==> src/rtl/framed_packet_serializer.sv <==
// rtl/framed_packet_serializer.sv - framed bit-stream serializer: preamble, sync, payload, optional CRC-8
// Bit advance is paced by the downstream bit_next strobe; every output is registered.
module framed_packet_serializer #(
  parameter int          PACKET_SIZE   = 192,
  parameter int          PREAMBLE_BITS = 16,
  parameter int          SYNC_BITS     = 8,
  parameter logic [31:0] SYNC_WORD     = 32'h000000D3,
  parameter bit          CRC_EN        = 1'b1
) (
  input  logic                   clk,
  input  logic                   rstn,
  input  logic [PACKET_SIZE-1:0] pkt_data,
  input  logic                   pkt_valid,
  output logic                   pkt_ready,
  input  logic                   bit_next,
  input  logic                   clear,
  output logic                   bit_out,
  output logic                   bit_active,
  output logic                   frame_done
);

  localparam int MAX_A   = (PREAMBLE_BITS > SYNC_BITS) ? PREAMBLE_BITS : SYNC_BITS;
  localparam int MAX_B   = (PACKET_SIZE > 8) ? PACKET_SIZE : 8;
  localparam int MAX_SEC = (MAX_A > MAX_B) ? MAX_A : MAX_B;
  localparam int CNT_W   = $clog2(MAX_SEC + 1);

  localparam logic [CNT_W-1:0] PRE_LAST  = CNT_W'((PREAMBLE_BITS > 0) ? PREAMBLE_BITS - 1 : 0);
  localparam logic [CNT_W-1:0] SYNC_LAST = CNT_W'(SYNC_BITS - 1);
  localparam logic [CNT_W-1:0] PAY_LAST  = CNT_W'(PACKET_SIZE - 1);
  localparam logic [CNT_W-1:0] CRC_LAST  = CNT_W'(7);

  localparam logic [SYNC_BITS-1:0] SYNC_PAT  = SYNC_WORD[SYNC_BITS-1:0];
  localparam logic                 FIRST_BIT = (PREAMBLE_BITS > 0) ? 1'b1 : SYNC_PAT[SYNC_BITS-1];

  typedef enum logic [2:0] {
    S_IDLE,
    S_PREAMBLE,
    S_SYNC,
    S_PAYLOAD,
    S_CRC
  } state_t;

  state_t                 state_q;
  logic [CNT_W-1:0]       cnt_q;
  logic [PACKET_SIZE-1:0] pay_q;
  logic [SYNC_BITS-1:0]   sync_q;
  logic [7:0]             crc_q;
  logic                   bit_out_q;
  logic                   bit_active_q;
  logic                   pkt_ready_q;
  logic                   frame_done_q;

  logic [PACKET_SIZE-1:0] pay_d;
  logic [SYNC_BITS-1:0]   sync_d;
  logic [7:0]             crc_d;
  logic [CNT_W-1:0]       cnt_d;

  function automatic logic [7:0] crc_step(input logic [7:0] c, input logic b);
    return {c[6:0], 1'b0} ^ (((c[7] ^ b) == 1'b1) ? 8'h07 : 8'h00);
  endfunction

  assign pay_d  = pay_q << 1;
  assign sync_d = sync_q << 1;
  assign crc_d  = crc_step(crc_q, pay_q[PACKET_SIZE-1]);
  assign cnt_d  = cnt_q + CNT_W'(1);

  always_ff @(posedge clk or negedge rstn) begin
    if (!rstn) begin
      state_q      <= S_IDLE;
      cnt_q        <= '0;
      pay_q        <= '0;
      sync_q       <= '0;
      crc_q        <= '0;
      bit_out_q    <= 1'b0;
      bit_active_q <= 1'b0;
      pkt_ready_q  <= 1'b0;
      frame_done_q <= 1'b0;
    end else begin
      frame_done_q <= 1'b0;
      if (clear) begin
        state_q      <= S_IDLE;
        cnt_q        <= '0;
        crc_q        <= '0;
        bit_out_q    <= 1'b0;
        bit_active_q <= 1'b0;
        pkt_ready_q  <= 1'b1;
      end else begin
        case (state_q)
          S_IDLE: begin
            if (pkt_valid && pkt_ready_q) begin
              pay_q        <= pkt_data;
              sync_q       <= SYNC_PAT;
              crc_q        <= '0;
              cnt_q        <= '0;
              pkt_ready_q  <= 1'b0;
              bit_active_q <= 1'b1;
              bit_out_q    <= FIRST_BIT;
              state_q      <= (PREAMBLE_BITS > 0) ? S_PREAMBLE : S_SYNC;
            end else begin
              pkt_ready_q <= 1'b1;
            end
          end
          S_PREAMBLE: begin
            if (bit_next) begin
              if (cnt_q == PRE_LAST) begin
                state_q   <= S_SYNC;
                cnt_q     <= '0;
                bit_out_q <= SYNC_PAT[SYNC_BITS-1];
              end else begin
                cnt_q     <= cnt_d;
                bit_out_q <= ~bit_out_q;
              end
            end
          end
          S_SYNC: begin
            if (bit_next) begin
              sync_q <= sync_d;
              if (cnt_q == SYNC_LAST) begin
                state_q   <= S_PAYLOAD;
                cnt_q     <= '0;
                bit_out_q <= pay_q[PACKET_SIZE-1];
              end else begin
                cnt_q     <= cnt_d;
                bit_out_q <= sync_d[SYNC_BITS-1];
              end
            end
          end
          S_PAYLOAD: begin
            // The CRC absorbs each payload bit as it is consumed, so it is final on the last one.
            if (bit_next) begin
              pay_q <= pay_d;
              crc_q <= crc_d;
              if (cnt_q == PAY_LAST) begin
                cnt_q <= '0;
                if (CRC_EN) begin
                  state_q   <= S_CRC;
                  bit_out_q <= crc_d[7];
                end else begin
                  state_q      <= S_IDLE;
                  bit_out_q    <= 1'b0;
                  bit_active_q <= 1'b0;
                  pkt_ready_q  <= 1'b1;
                  frame_done_q <= 1'b1;
                end
              end else begin
                cnt_q     <= cnt_d;
                bit_out_q <= pay_d[PACKET_SIZE-1];
              end
            end
          end
          S_CRC: begin
            if (bit_next) begin
              crc_q <= crc_q << 1;
              if (cnt_q == CRC_LAST) begin
                state_q      <= S_IDLE;
                cnt_q        <= '0;
                bit_out_q    <= 1'b0;
                bit_active_q <= 1'b0;
                pkt_ready_q  <= 1'b1;
                frame_done_q <= 1'b1;
              end else begin
                cnt_q     <= cnt_d;
                bit_out_q <= crc_q[6];
              end
            end
          end
          default: begin
            state_q      <= S_IDLE;
            cnt_q        <= '0;
            bit_out_q    <= 1'b0;
            bit_active_q <= 1'b0;
            pkt_ready_q  <= 1'b1;
          end
        endcase
      end
    end
  end

  assign pkt_ready  = pkt_ready_q;
  assign bit_out    = bit_out_q;
  assign bit_active = bit_active_q;
  assign frame_done = frame_done_q;

endmodule

==> config.mk <==
export PLATFORM = sky130hd
export DESIGN_NAME = framed_packet_serializer
export DESIGN_NICKNAME = d
export VERILOG_FILES = /design/src/rtl/framed_packet_serializer.sv
export SDC_FILE = /design/constraint.sdc
export NUM_CORES = 1
export LEC_CHECK = 0
export CAP_MARGIN = 20
export CORE_ASPECT_RATIO = 1.25
export CORE_MARGIN = 4
export CORE_UTILIZATION = 53
export DETAILED_ROUTE_END_ITERATION = 6
export GPL_ROUTABILITY_DRIVEN = 1
export PLACE_DENSITY = 0.78
export RECOVER_POWER = 100
export SLEW_MARGIN = 20
export SYNTH_ARGS = -nofsm -noshare
export SYNTH_HDL_FRONTEND = slang
export SYNTH_SLANG_ARGS = --single-unit
==> constraint.sdc <==
create_clock -name clk -period 2.7 [get_ports clk]
set_input_delay 0.54 -clock clk [delete_from_list [all_inputs] [get_ports clk]]
set_output_delay 0.54 -clock clk [all_outputs]
set_load 0.05 [all_outputs]
==> results.cfg <==
[min_path]
hold_class = reg -> reg
min_from = pay_q[94]
hold_path_end = pay_q[94]
hold_depth = 2

[finish]
layout.cells.non_filler = 1466
drive_gt1_share_pct = 5.42
final_nets = 1384
design_area_sq_mm = 0.0134
area_delta_synth_final_pct = 26.4

[setup_path]
r2r_end = cnt_q[3]
startpoint_type = flop
worstRegToRegCells = 5
r2r_slack_ns = 0.27
cp_data_required_time_ns = 3.08
worstPathMaxFanout = 18
arrival_ns = 2.81
r2r-start = state_q[0]
critPathKind = reg -> reg
cp-end-kind = flop

[die]
die_w_um = 134
initial_utilization_pct = 54.1
core_sq_mm = 0.0195
dieArea_sq_mm = 0.0223
chipHeight_um = 166
rows = 57
io_pins = 201

[sta]
min_period_ns = 2.43
skew_ns = 0.0142
rsz0062_at_grt = no
fmax_mhz = 412
hold_ws_ns = 0.476
drv_slew = 79
fin_crit_sh_pct = 90.0
worst_pin_slew_ns = 2.14
setup_viol = 0
setup_tns_ns = 0
max-slew-margin-rel_pct = -42.8
finalHoldViolCount = 0

[pwr]
power_switching_mw = 3.83
total_leakage_power_nw = 5.49
switching_share_pct = 32.2
ir_drop_uv = 559
p_per_area_mw_per_mm2 = 892
p_comb_share_pct = 26.8
clkPwrFrac_pct = 26.4
seq_power_share_pct = 46.8
internal_power_mw = 8.07

[status]
status = complete, but fails checks
violations = max-capacitance violations, max-slew violations

[route]
top_layer_used = met4
drc = 0
wl_met1_um = 10000
vias_per_cell = 5.28
dr_wl_met2_um = 11100
wl_um = 23000
num_vias = 7734
antenna_left = 0
post_drt_wl_per_cell_um = 15.7
drtIter0Drc = 581
first_pass_iters = 4
dr_wl_met3_um = 1490

[run]
drv_cap = 1

[grt]
grt_pass1_vias = 7875
antenna_found_initial = 1
grt.total_usage_pct = 20.3
grt_overflow = 0
grt_pass1_wl_um = 38000
grt_max_degree = 221

[clocking]
clockBufferDepth = 3
clock-sinks = 222
clk_pin_slew_ns = 0.06
cts_tree = done
cts_setup_buffers = 0
htreeDepth = 1
hold_buffers = 0
cts_root_buf = clkbuf_16
cts_buffers = 23
cts_resized = 0
clock_latency_ns = 0.49

[yosys]
yosys.area.top_type = dfrtp_1
synth_edf_count = 0
ys_types = 57
synth_top_cell_area_share_pct = 52.6
synth_cells = 1024
ys_seq_area_share_pct = 52.6
synth-seq-cells = 222
synthTopCellsByArea = dfrtp_1 53%, mux2i_1 19%, o21ai_0 9.2%
syn-cell-area_sq_mm = 0.0106
avgSynthCellArea_sq_um = 10.3
synthesis.nets = 1222
async_reset_ff_share_pct = 100
yosys_most_used_dff = dfrtp_1
yosys_warnings = 0

[place]
io_buffers = 200
place_hpwl_um = 15300
postPlaceCellArea_sq_mm = 0.0126
gp_congestion = 0.820
place_inst = 1426
[through the flow]
stage / power, mW / utilization, % / setup slack, ns
floorplan: 7.92 / - / 0.734
global placement: 8.69 / 64.7 / 0.291
detailed placement: 8.90 / 64.7 / 0.206
CTS: 12.1 / 68.5 / 0.368
global route: 12.8 / 68.3 / 0.0848
finish: 11.9 / 68.3 / 0.270
[layout make-up]
cell class / instances / area [sq um]
sequential: 222 / 5560
multi-input combinational: 721 / 4520
clock buffer: 32 / 669
clock inverter: 7 / 85.1
inverter: 5 / 18.8
antenna: 1 / 2.50
fill: 1541 / 6190
timing repair buffer: 213 / 2170
tap: 265 / 332
[state kept, by name, indices dropped and copies added, names as in the netlist]
name / flops
state_q: 3
crc_q: 8
bit_active: 1
pkt_ready: 1
bit_out: 1
sync_q: 7
pay_q: 192
cnt_q: 8
frame_done: 1
[power by group through the flow]
stage,Combinational (mW),Sequential (mW),Clock [mW]
after detailed placement,3.29,5.61,0
after CTS,3.29,5.58,3.25
after floorplan,2.51,5.41,0
final,3.19,5.58,3.14
after global routing,3.69,5.77,3.38
after global placement,3.12,5.56,0
[worst max-delay path by stage]
| stage | endpoint | cells after the start | startpoint |
|---|---|---|---|
| after floorplan | pay_q[152] | 8 | pkt_ready |
| after global placement | pay_q[145] | 7 | pkt_valid |
| after detailed placement | pay_q[175] | 7 | pkt_valid |
| after CTS | cnt_q[5] | 5 | state_q[0] |
| after global routing | pay_q[149] | 6 | state_q[0] |
| final | cnt_q[3] | 5 | state_q[0] |
[critical path, stage by stage (launching register included)]
cell      delay (ns)
dfrtp_1         0.70
or3b_2          0.51
a21oi_1         0.15
o31a_1          0.44
nand3_4         0.17
o311ai_0        0.33
[layout by cell type, fill, tap and decap left out, drive strengths merged, types with 2 or more instances in the layout]
master         instances
bufinv                 2
clkdlybuf4s50        195
o31ai                  2
nand3                 10
o31a                   2
inv                    5
dlygate4sd3            4
o311ai                 3
a211oi                 2
a21oi                  9
nand4b                 2
o21a                   2
clkinv                 5
a31oi                  3
and3b                  2
nor3                   3
clkbuf                36
a21o                   2
nor2                  20
and2                   2
buf                   10
nand2                225
dfrtp                222
or2                    2
mux2i                197
o21ai                211
[routing by layer]
metal / GRT usage (%) / vias up
li1: - / 3868
met5: 0 / -
met4: 4.65 / 0
met2: 33.2 / 191
met1: 27.8 / 3645
met3: 4.48 / 30
[cell families (layout without fill, tap and decap cells)]
group | Yosys count | after routing | synth area share (%)
compound gates | 247 | 247 | 12.9
mux | 197 | 197 | 18.7
flops | 222 | 222 | 52.6
xor+xnor | 1 | 1 | 0.0829
fa+ha+maj | 1 | 1 | 0.118
buf+inv | 81 | 257 | 4.55
simple gates | 275 | 275 | 11.1
other cells | 0 | 1 | 0
[synthesized netlist by cell type, types with 4 or more instances]
master	n
mux2i_1	197
a21oi_1	9
inv_1	5
dfrtp_1	222
o21ai_1	16
buf_4	15
clkbuf_8	5
buf_6	4
buf_2	31
nor2_1	19
clkbuf_1	20
nand3_1	9
nand2_1	225
o21ai_0	194
Note: power is estimated with default switching activity, not from simulation.
